**src/rtl/counter_pkg.sv**
```systemverilog
// Shared constants for the up/down modulus counter family.
package counter_pkg;

  localparam logic CNT_MODE_WRAP = 1'b0;
  localparam logic CNT_MODE_SAT  = 1'b1;
  localparam logic CNT_UP        = 1'b1;

endpackage

```
**src/rtl/updown_mod_next.sv**
```systemverilog
// Combinational next-count and boundary-event logic for one up/down modulus step.
module updown_mod_next
  import counter_pkg::*;
#(
  parameter int unsigned N = 4
) (
  input  logic [N-1:0] count,
  input  logic [N-1:0] modulus,
  input  logic         upDown,
  input  logic         mode,
  output logic [N-1:0] next_count,
  output logic         boundary
);

  always_comb begin
    next_count = count;
    boundary   = 1'b0;
    if (upDown == CNT_UP) begin
      if (count < modulus) begin
        next_count = count + N'(1);
      end else begin
        boundary   = 1'b1;
        next_count = (mode == CNT_MODE_SAT) ? modulus : '0;
      end
    end else if (count > modulus) begin
      // Only reachable after modulus was lowered below the current count.
      next_count = modulus;
    end else if (count != '0) begin
      next_count = count - N'(1);
    end else begin
      boundary   = 1'b1;
      next_count = (mode == CNT_MODE_SAT) ? '0 : modulus;
    end
  end

endmodule

```
**src/rtl/updown_mod_counter.sv**
```systemverilog
// Pausable up/down counter with run-time modulus, wrap/saturate mode, parallel load
// and a registered terminal-count pulse for cascading.
module updown_mod_counter
  import counter_pkg::*;
#(
  parameter int unsigned N         = 4,
  parameter logic        SATURATE  = CNT_MODE_WRAP,
  parameter int unsigned RESET_VAL = 0
) (
  input  logic         clk,
  input  logic         reset,
  input  logic         pause,
  input  logic         upDown,
  input  logic         load,
  input  logic [N-1:0] load_val,
  input  logic [N-1:0] modulus,
  output logic [N-1:0] count,
  output logic         tc,
  output logic         at_max,
  output logic         at_min
);

  localparam logic [N-1:0] RstCount = N'(RESET_VAL);

  logic [N-1:0] step_count;
  logic         step_boundary;
  logic [N-1:0] load_clamped;
  logic [N-1:0] count_d;
  logic         tc_d;

  updown_mod_next #(
    .N(N)
  ) u_next (
    .count      (count),
    .modulus    (modulus),
    .upDown     (upDown),
    .mode       (SATURATE),
    .next_count (step_count),
    .boundary   (step_boundary)
  );

  assign load_clamped = (load_val > modulus) ? modulus : load_val;

  always_comb begin
    count_d = count;
    tc_d    = 1'b0;
    if (load) begin
      count_d = load_clamped;
    end else if (!pause) begin
      count_d = step_count;
      tc_d    = step_boundary;
    end
  end

  always_ff @(posedge clk or posedge reset) begin
    if (reset) begin
      count <= RstCount;
      tc    <= 1'b0;
    end else begin
      count <= count_d;
      tc    <= tc_d;
    end
  end

  assign at_max = (count == modulus);
  assign at_min = (count == '0);

endmodule

```
**config.mk**
```make
export PLATFORM = sky130hd
export DESIGN_NAME = updown_mod_counter
export DESIGN_NICKNAME = d
export VERILOG_FILES = /design/src/rtl/counter_pkg.sv /design/src/rtl/updown_mod_next.sv /design/src/rtl/updown_mod_counter.sv
export SDC_FILE = /design/constraint.sdc
export NUM_CORES = 1
export LEC_CHECK = 0
export ABC_CLOCK_PERIOD_IN_PS = 1710
export BUFFER_PORTS_ARGS = -buffer_cell sky130_fd_sc_hd__buf_2
export CELL_PAD_IN_SITES_DETAIL_PLACEMENT = 2
export CELL_PAD_IN_SITES_GLOBAL_PLACEMENT = 2
export CORE_ASPECT_RATIO = 2
export CORE_MARGIN = 2
export CORE_UTILIZATION = 27
export DETAILED_ROUTE_END_ITERATION = 16
export PLACE_DENSITY_LB_ADDON = 0.1
export SETUP_SLACK_MARGIN = 0.4
export SLEW_MARGIN = 40
export SYNTH_ARGS = -nofsm -noshare
export SYNTH_HDL_FRONTEND = slang
export SYNTH_SLANG_ARGS = --single-unit
```
**constraint.sdc**
```tcl
create_clock -name clk -period 1.71 [get_ports clk]
set_input_delay 0.171 -clock clk [delete_from_list [all_inputs] [get_ports clk]]
set_output_delay 0.171 -clock clk [all_outputs]
set_load 0.02 [all_outputs]
```
# [Yosys cells after proc, flatten, opt, wreduce, memory -nomap -nowiden]
# Index checks and enable logic that the tools add are counted.
[classes] addsub=2 magnitude_cmp=3 n_eq_ne=2 n_mux=13 reduce_logical=2
[ops] operator="$mux W4" count=7
[ops] operator="$gt A4 B4 Y1" count=2
[ops] operator="$mux W1" count=6
[ops] operator="$add A4 B1 Y4 const B" count=1
[ops] operator="$eq A4 B4 Y1" count=1
[ops] operator="$logic_not A4 Y1" count=1
[ops] operator="$lt A4 B4 Y1" count=1
[ops] operator="$reduce_bool A4 Y1" count=1
[ops] operator="$sub A4 B1 Y4 const B" count=1
[ops] operator="$ne A2 B1 Y1 const B" count=1
[totals] register_bits=5 in_bits=13 out_inout_bits=7 word_cells=24

# [Depth between registers and ports, before layout]
# Gate-level depths: netlist of the first run.
[logic_depth] depth_word=6 depth_mapped=8 depth_no_buf=8

# [Cells and area by module]
# Synthesis of the first run repeated with hierarchy kept, for this count alone.
[hier_totals] cells_unflattened=113 hier_area_um2=907.1
[modules_own_cells] mod="updown_mod_counter" n_inst=1 cells_per_inst=58 area_per_inst_um2=519.2 seq_area_each_um2=125.1
[modules_own_cells] mod="updown_mod_next" n_inst=1 cells_per_inst=55 area_per_inst_um2=387.9 seq_area_each_um2=0.0

# [Least setup slack after synthesis of the first run]
# No wires, ideal clock.
[synth_path] path_type="register to register" startpoint="register count[0]" endpoint="register count[1]" setup_ns=0.104 arrival_ns=1.730 t_required_ns=1.606 slack_ns=-0.124 stages_incl_launch_ff=8 path_buffers=0 synth_period_minus_slack_ns=1.834 path_cell_list="dfrtp_1 > inv_1 > ha_1 > nand4_1 > inv_1 > a21oi_1 > o211ai_1 > a221oi_1"
[synth_via] elab_chain_cells=6 elab_cells_between_ends=11 cone_classes="add/sub: 2; order compare: 2; mux: 6; reduce/logical: 1"
[synth_lines] element="from (decl)" line_no="updown_mod_counter.sv:17" source="output logic [N-1:0] count,"
[synth_lines] element="from (signal assigned)" line_no="updown_mod_counter.sv:57" source="count <= RstCount;"
[synth_lines] element="from (signal assigned)" line_no="updown_mod_counter.sv:60" source="count <= count_d;"
[synth_lines] element="$sub A4 B1 Y4 or $reduce_bool A4 Y1 (tied branches)" line_no="updown_mod_next.sv:29, updown_mod_next.sv:28"
[synth_lines] element="$mux W4" line_no="updown_mod_next.sv:28" source="end else if (count != '0) begin"
[synth_lines] element="$mux W4" line_no="updown_mod_next.sv:25" source="end else if (count > modulus) begin"
[synth_lines] element="$mux W4 *" line_no="updown_mod_next.sv:18" source="if (upDown == CNT_UP) begin"
[synth_lines] element="$mux W4 *" line_no="updown_mod_counter.sv:49" source="end else if (!pause) begin"
[synth_lines] element="$mux W4 *" line_no="updown_mod_counter.sv:47" source="if (load) begin"
# Mark *: on every way between the ends. The rest lies on a longest branch, timed or not. The select of a mux whose other input is x is not followed.
# A chain may end at the register's enable or synchronous reset.

# [Worst setup path in the final report of the first run]
[layout_path] startpoint="register count[1]" endpoint="register count[3]"
# Same word-level chain as after synthesis.

==> run_results.csv, run 1 <==
group,metric,value,unit
global_route,grt_pass1_vias,1146,
pwr,power.density,918,nW/um^2
routing,viasPerCell,5.70,
pwr,p_int,0.673,mW
placed_design,port_buffers,19,
critical_path,worstPathMaxFanout,4,
placed_design,placed_area,1050,um^2
global_route,grt_max_degree,14,
run_status,violations,"negative setup slack",
clocking,clock_path_buffers,2,
synth,synth_cell_type_count,39,
pwr,switching_share,42.6,%
routing,drt_iter0_markers,16,
routing,wl,3390,um
critical_path,required,1840,ps
routing,dr_total_vias,958,
timing,fin_skew,0.892,ps
timing,final.min_clock_period,1790,ps
timing,holdWs,261,ps
timing,hold_viol,0,
synth,synth_area_leaders,"dfrtp_1 (16%), ha_1 (16%), a21oi_1 (6.2%), mux2i_1 (5.0%), inv_1 (4.7%)",
placed_design,placed_cells,155,
global_route,track_usage,22.4,%
finish,antennaDiodeCount,0,
synth,netlist_top_cells_count,"a21oi_1 (10), ha_1 (10), inv_1 (10), o21ai_0 (6), dfrtp_1 (5)",
global_route,grt.overflow.total,0,
pwr,power_frac_seq,13.9,%
synth,synth_edf_count,0,
critical_path,cp.arrival,1930,ps
critical_path,startpoint_type,"flip-flop",
finish,fill_cells,333,
finish,layout-drive-gt1-share,52.9,%
clocking,cts_root_buffer,"clkbuf_8",
floorplanning,rows,28,
finish,area_growth,59.0,%
timing,max_slew_margin,66.5,%
clocking,tritoncts,"yes",
critical_path,cp-end-kind,"flip-flop",
clocking,numClockSinks,5,
critical_path,crit_type,"reg2reg",
synth,yosysWarnings,0,
synth,synth_flop_cell,"dfrtp_1",
routing,antenna_left,0,
run_status,status,"finished, violations left",
synth,synth_nets,120,
pwr,ir_drop,0.000484,V
synth,synth_top_cell_area_share,15.6,%
synth,async_flop_share,100,%
finish,nets,162,
pwr,power_leakage,0.566,nW
pwr,switchingPower,0.498,mW
timing,rsz0062_at_grt,"yes",
clocking,htree_levels,1,
floorplanning,io_pins,20,
synth,ys_seq_elements,5,
floorplanning,dieArea,3450,um^2
timing,finalSetupViolCount,5,
floorplanning,die_h,81.1,um
routing,drc,0,
finish,fin_area,1270,um^2
placed_design,hpwlAfterDp,2700,um
synth,syn_area,802,um^2
global_route,grt_pass1_wl,5650,um
hold_path,hold_class,"in2reg",
timing,finalCritPeriodShare,105,%
clocking,clk_pin_slew,40,ps
pwr,p_clk_share,19.6,%
timing,fin_tns_setup,-152,ps
clocking,cts-buffers-inserted,3,
finish,layout.cells.non_filler,168,
synth,syn_area_per_cell,8.27,um^2
timing,worst_pin_slew,498,ps
timing,slew_violations,0,
floorplanning,core,2910,um^2
clocking,clkLatencyLatePin,230,ps
global_route,antenna_found_initial,0,
routing,drt-wirelength-per-cell,20.2,um
placed_design,place_congestion,0.747,
synth,syn_inst,97,
synth,yosysTopAreaCell,"dfrtp_1",
timing,worst_slack,-84.2,ps
timing,max_freq,557,MHz
floorplanning,start_util,27.6,%
synth,ys_seq_area_share,15.6,%
routing,dr.pass1.iters,4,
pwr,combPwrFrac,66.5,%
job,cap_viol_max_count,0,
floorplanning,die_width,42.5,um
## power by group through the flow
stage          clock network [mW]  logic (mW)  registers [mW]
4_1_cts                     0.233       0.727           0.162
3_3_place_gp                    0       0.590           0.161
6_report                    0.229       0.779           0.163
5_1_grt                     0.242       0.848           0.165
2_1_floorplan                   0       0.365           0.196
3_5_place_dp                    0       0.611           0.162
## layout make-up
| cell class | count | area [um^2] | share of cell area [%] |
|---|---|---|---|
| multi-input cells | 79 | 759 | 59.6 |
| repair buffers | 40 | 268 | 21.0 |
| inverters | 10 | 37.5 | 2.94 |
| well taps | 30 | 37.5 | 2.94 |
| flip-flops and latches | 5 | 128 | 10.0 |
| clock buffers | 4 | 45.0 | 3.53 |
## placed cells by master, fill, tap and decap left out, types with 2 or more instances in the layout
| cell | instances |
|---|---|
| buf_4 | 20 |
| buf_2 | 17 |
| inv_1 | 7 |
| ha_1 | 6 |
| o21ai_0 | 5 |
| a21oi_1 | 4 |
| a21oi_2 | 4 |
| o211ai_1 | 4 |
| mux2i_1 | 4 |
| nor2_1 | 4 |
| ha_4 | 4 |
| inv_2 | 3 |
| nand3_1 | 3 |
| nand2_1 | 3 |
| clkbuf_8 | 3 |
| dfrtp_1 | 3 |
| a21o_1 | 2 |
| a21oi_4 | 2 |
| nor2b_1 | 2 |
| nor3_2 | 2 |
| a41o_1 | 2 |
| nand2b_1 | 2 |
| a221oi_2 | 2 |
| xnor2_1 | 2 |
| o31a_1 | 2 |
| dfrtp_2 | 2 |
| buf_6 | 2 |
## stage by stage
stage               total power [mW]  setup slack, ps  util (%)
floorplan                      0.560             27.1         -
global placement               0.751             -188      36.2
detailed placement             0.773             -146      36.2
CTS                             1.12            -22.5      42.0
global route                    1.25             -153      43.8
finish                          1.17            -84.2      43.8
## worst paths after layout
path                            endpoint  slack, ps  cells after the start     start
worst min-delay path            count[1]        260                      2     pause
worst max-delay path            count[3]        -80                      7  count[1]
worst max register to register  count[3]        -80                      7  count[1]
min in group asynchronous             tc        410                      3     reset
worst min register to register  count[0]        820                      4  count[0]
max in group asynchronous       count[0]       1080                      3     reset
## kinds of logic (layout without fill, tap and decap cells)
group	after synthesis	count (layout)	share of synthesized area [%]
fa+ha+maj	10	10	15.6
simple gates	26	26	20.9
flops	5	5	15.6
compound gates	37	37	33.2
xor+xnor	2	2	2.18
buf+inv	13	54	7.49
mux	4	4	4.99
## metal layers
metal  up-vias  global-route usage, %  routed length (um)
met1       479                   19.7                1050
met2        25                   48.9                2190
li1        448                      -                   -
met4         0                   7.81                  58
met5         -                      0                   0
met3         6                   2.00                  79
## registers in the layout (all words and copies together) (netlist names)
name and count:
count 4, tc 1
## repair_timing
item,in CTS,in global routing
setup buffers,7,1
hold buffers,1,0
gates resized for setup,14,8
endpoints found under the setup margin,7,7
pin swaps,10,5
hold endpoints to repair,5,0
## worst max-delay path: stages (launching register included)
cell and delay (ps):
dfrtp_2 420, ha_4 250, nor2b_4 130, o211ai_1 180
buf_4 180, a41o_1 220, a31oi_2 60, a221oi_2 260
(Power assumes the default switching activity.)
==> run 2: changes to the inputs <==
Settings changed: SKIP_LAST_GASP set to 1.
==> run 2 against run 1 <==
  * The run still ends with negative setup slack left
  * Cell count is 0.60% lower
  * Global-route usage grew 0.090 points
  * Sequential share of layout area about the same
  * Wire length grew 2.4%
  * Critical path depth stayed put
  * Worst hold slack worse by 3.7 ps
  * Setup slack worse by 20 ps
  * Power increased by 1.3%
  * First-iteration DRC count decreased by 56%
  * Clock power grew 2%
  * Combinational power up 1%
  * Critical path type unchanged
  * Largest cell class unchanged
==> run_results.csv, run 2 (synthesis results as in run 1) <==
group,metric,value,unit
run_status,violations,"negative setup slack",
clocking,cts_root_buffer,"clkbuf_8",
job,cap_viol_max_count,0,
clocking,htree_levels,1,
finish,nets,161,
clocking,clock_path_buffers,2,
run_status,status,"finished, violations left",
placed_design,dp_slack,-146,ps
pwr,combPwrFrac,66.6,%
clocking,tritoncts,"yes",
floorplanning,dieArea,3450,um^2
global_route,antenna_found_initial,0,
critical_path,cp-end-kind,"flip-flop",
global_route,grt_pass1_wl,5670,um
clocking,clk_pin_slew,40,ps
pwr,power_leakage,0.562,nW
routing,drc,0,
floorplanning,die_width,42.5,um
timing,max_freq,551,MHz
critical_path,crit_slowest_cell,"dfrtp_2",
placed_design,port_buffers,19,
critical_path,crit_type,"reg2reg",
hold_path,hold_class,"in2reg",
routing,viasPerCell,5.75,
critical_path,path_delay_family,"compound AO/OA/AOI/OAI gates",
routing,dr_total_vias,961,
placed_design,place_congestion,0.747,
pwr,switchingPower,0.514,mW
placed_design,hpwlAfterDp,2700,um
critical_path,crit_path_max_incr_delay,420,ps
finish,top_regs,"count: 4 flops, tc: 1 flops",
finish,seq_area,128,um^2
timing,slew_violations,0,
timing,rsz0062_at_grt,"yes",
clocking,cts-buffers-inserted,3,
clocking,numClockSinks,5,
pwr,p_int,0.673,mW
floorplanning,rows,28,
global_route,grt_max_degree,14,
floorplanning,start_util,27.6,%
pwr,switching_share,43.3,%
global_route,grt_pass1_vias,1158,
timing,worst_pin_slew,489,ps
pwr,p_clk_share,19.6,%
routing,drt-wirelength-per-cell,20.8,um
critical_path,path_cells,"ha_4 > nor2b_4 > o211ai_1 > buf_4 > a41o_1 > a31oi_4 > a221oi_2",
timing,worst_slack,-105,ps
finish,largest_reg_flops,4,
routing,wl,3470,um
global_route,track_usage,22.5,%
floorplanning,die_h,81.1,um
routing,drt_iter0_markers,7,
finish,area_growth,59.1,%
routing,antenna_left,0,
finish,layout-drive-gt1-share,51.8,%
timing,finalSetupViolCount,5,
pwr,power_frac_seq,13.7,%
finish,final_common_cell,"buf_4",
finish,multiInputGateArea,772,um^2
critical_path,cp.arrival,1950,ps
timing,fin_tns_setup,-254,ps
floorplanning,io_pins,20,
finish,antennaDiodeCount,0,
clocking,clkLatencyLatePin,230,ps
critical_path,path_buf_inv,1,
timing,max_slew_margin,67.1,%
routing,dr.pass1.iters,2,
pwr,ir_drop,0.000496,V
critical_path,required,1850,ps
timing,finalCritPeriodShare,106,%
finish,mostFrequentLayoutCells,"buf_4 (20), buf_2 (17), inv_1 (7)",
timing,fin_skew,0.370,ps
timing,hold_viol,0,
timing,final.min_clock_period,1810,ps
global_route,grt.overflow.total,0,
floorplanning,core,2910,um^2
pwr,power.density,929,nW/um^2
finish,fill_cells,331,
critical_path,startpoint_type,"flip-flop",
finish,regMostFlops,"count",
critical_path,worstPathMaxFanout,4,
run 2: routing by layer:
| layer | vias up | global-route usage (%) | wire length (um) |
|---|---|---|---|
| li1 | 445 | - | - |
| met1 | 482 | 19.4 | 1060 |
| met2 | 26 | 48.5 | 2240 |
| met3 | 8 | 2.22 | 77 |
| met4 | 0 | 9.69 | 92 |
| met5 | - | 0 | 0 |
run 2: timing repair:
action / 4_1_cts / 5_1_grt
buffers inserted: 7 / 0
endpoints found under the setup margin: 7 / 7
endpoints found under the hold margin: 5 / 0
pin swaps: 10 / 6
hold buffers: 1 / 0
resized for setup: 11 / 11
run 2: layout make-up:
type                       instances  share of cell area (%)
multi-input combinational         79                    60.5
inverter                          10                    2.94
timing repair buffer              39                    20.1
sequential                         5                    10.0
clock buffer                       4                    3.53
tap                               30                    2.94
run 2: path summary, 6_finish.rpt:
kind,startpoint,slack (ps),depth (start not counted),end
worst max register to register,count[1],-100,7,count[3]
worst min-delay path,pause,260,2,count[1]
worst min register to register,count[0],830,4,count[0]
min in group asynchronous,reset,400,3,tc
worst max-delay path,count[1],-100,7,count[3]
max in group asynchronous,reset,1100,3,count[1]
run 2: power by group through the flow:
stage | registers (mW) | clock network, mW | logic, mW
6_report | 0.163 | 0.233 | 0.790
5_1_grt | 0.165 | 0.248 | 0.857
4_1_cts | 0.162 | 0.233 | 0.719
3_5_place_dp | 0.162 | 0 | 0.611
3_3_place_gp | 0.161 | 0 | 0.590
2_1_floorplan | 0.196 | 0 | 0.365
run 2: stage by stage:
stage	utilization, %	hold WS (ps)	power, mW	cells	instance area (um^2)
floorplan	-	-50.6	0.560	97	853
global placement	36.2	95.7	0.751	155	1050
detailed placement	36.2	99.0	0.773	155	1050
CTS	41.8	259	1.11	167	1220
global route	43.9	273	1.27	167	1280
finish	43.9	257	1.19	167	1280
==> run 3: changes to the inputs <==
Settings changed: RECOVER_POWER set to 100.
==> run 3 against run 2 <==
  * The run still ends with negative setup slack left
  * Worst hold slack unchanged
  * Clock-buffer cell count did not move
  * Register-to-register slack hardly changed
  * Wire length barely moved
  * Clock skew unchanged
  * Power down 0.22%
  * First-iteration DRC count is the same
  * Critical path depth did not move
  * Via count stayed put
  * Critical endpoint unchanged
  * Largest cell class unchanged
==> run_results.csv, run 3 (synthesis results as in run 1) <==
group,metric,value,unit
run_status,status,"finished, violations left",
run_status,violations,"negative setup slack",
timing,fin_skew,0.370,ps
timing,final.min_clock_period,1810,ps
finish,mostFrequentLayoutCells,"buf_4 (20), buf_2 (14), inv_1 (7)",
timing,max_freq,551,MHz
placed_design,place_congestion,0.747,
placed_design,placed_area,1050,um^2
critical_path,cp.arrival,1950,ps
critical_path,crit_type,"reg2reg",
finish,layout-drive-gt1-share,49.6,%
finish,regMostFlops,"count",
timing,rsz0062_at_grt,"yes",
floorplanning,dieArea,3450,um^2
clocking,cts-buffers-inserted,3,
timing,hold_viol,0,
critical_path,cp-end-kind,"flip-flop",
critical_path,required,1850,ps
critical_path,path_buf_inv,1,
placed_design,hpwlAfterDp,2700,um
timing,worst_slack,-105,ps
finish,top_regs,"count: 4 flops, tc: 1 flops",
critical_path,cp.depth,7,
clocking,cts_root_buffer,"clkbuf_8",
finish,largest_reg_flops,4,
global_route,antenna_found_initial,0,
hold_path,hold_class,"in2reg",
global_route,grt.overflow.total,0,
pwr,power_leakage,0.552,nW
routing,wl,3470,um
timing,worst_pin_slew,489,ps
floorplanning,rows,28,
finish,nets,161,
global_route,grtUsageMet2,48.5,%
timing,finalCritPeriodShare,106,%
pwr,power,1.18,mW
global_route,grt_max_degree,14,
critical_path,crit_path_max_incr_delay,420,ps
clocking,numClockSinks,5,
critical_path,crit_slowest_cell,"dfrtp_2",
finish,area_growth,58.7,%
clocking,clkLatencyLatePin,230,ps
timing,slew_violations,0,
job,cap_viol_max_count,0,
global_route,grtUsageMet1,19.4,%
finish,fin_area,1270,um^2
floorplanning,die_h,81.1,um
critical_path,worstPathMaxFanout,4,
clocking,clock_path_buffers,2,
global_route,track_usage,22.5,%
critical_path,rr_startpoint,"count[1]",
timing,finalSetupViolCount,5,
global_route,grt.busiest_layer,"met2",
finish,final_common_cell,"buf_4",
routing,drt_iter0_markers,7,
routing,drc,0,
hold_path,hold_path_depth,2,
routing,viasPerCell,5.75,
routing,drt-wirelength-per-cell,20.8,um
hold_path,holdPathEnd,"count[1]",
floorplanning,die_width,42.5,um
critical_path,path_cells,"ha_4 > nor2b_4 > o211ai_1 > buf_4 > a41o_1 > a31oi_4 > a221oi_2",
critical_path,startpoint_type,"flip-flop",
critical_path,r2r_end,"count[3]",
pwr,power.density,930,nW/um^2
clocking,tritoncts,"yes",
clocking,clk_pin_slew,40,ps
global_route,grt_use_met3,2.22,%
critical_path,r2r.worst_path.cells,7,
critical_path,path_delay_family,"compound AO/OA/AOI/OAI gates",
floorplanning,io_pins,20,
routing,dr.pass1.iters,2,
global_route,grt_pass1_vias,1158,
global_route,grt_pass1_wl,5670,um
critical_path,reg2reg_slack,-100,ps
routing,dr_total_vias,961,
timing,max_slew_margin,67.1,%
placed_design,port_buffers,19,
floorplanning,core,2910,um^2
finish,antennaDiodeCount,0,
clocking,htree_levels,1,
pwr,ir_drop,0.000496,V
floorplanning,start_util,27.6,%
hold_path,worstHoldStart,"pause",
routing,antenna_left,0,
[run 3: layer usage]
| layer | wire length, um | part of all wire [%] | vias up |
|---|---|---|---|
| met4 | 92 | 2.7 | 0 |
| met5 | 0 | 0 | - |
| met1 | 1060 | 30 | 482 |
| met2 | 2240 | 65 | 26 |
| met3 | 81 | 2.3 | 8 |
| li1 | - | - | 445 |
[run 3: final cells by class]
cell class | instances | area, um^2
clock buffers | 4 | 45.0
fillers | 332 | 1640
inverters | 10 | 37.5
multi-input cells | 79 | 772
flip-flops and latches | 5 | 128
well taps | 30 | 37.5
repair buffers | 39 | 253
[run 3: power by group]
part           total (mW)  internal (mW)  switching, mW
Clock               0.233          0.161         0.0719
Sequential          0.163          0.141         0.0213
Combinational       0.788          0.367          0.421
Total                1.18          0.669          0.514
[run 3: worst max-delay path by stage]
| stage | start | slack, ps | endpoint |
|---|---|---|---|
| floorplan | count[1] | 30 | count[2] |
| global placement | modulus[1] | -190 | count[1] |
| detailed placement | modulus[1] | -150 | count[1] |
| CTS | count[1] | -20 | count[1] |
| global route | count[1] | -150 | count[3] |
| finish | count[1] | -100 | count[3] |
[run 3: worst reg2reg max path, cell delays in order, from the launching register on]
cell and delay, ps:
dfrtp_2 420, ha_4 250, nor2b_4 130, o211ai_1 210, buf_4 190, a41o_1 240
a31oi_4 50, a221oi_2 240
[run 3: repair_timing]
| action | CTS | global route |
|---|---|---|
| hold endpoints to repair | 5 | 0 |
| pin swaps | 10 | 6 |
| buffers inserted | 7 | 0 |
| resized for setup | 11 | 11 |
| endpoints found under the setup margin | 7 | 7 |
| hold buffers | 1 | 0 |
[run 3: per-stage QoR]
stage | TNS, ps | instances | hold slack, ps | setup WS (ps) | util, %
2_1_floorplan | 0 | 97 | -50.6 | 27.1 | -
3_3_place_gp | -359 | 155 | 95.7 | -188 | 36.2
3_5_place_dp | -424 | 155 | 99.0 | -146 | 36.2
4_1_cts | -22.5 | 167 | 259 | -22.5 | 41.8
5_1_grt | -710 | 167 | 273 | -147 | 43.8
6_report | -254 | 167 | 257 | -105 | 43.8
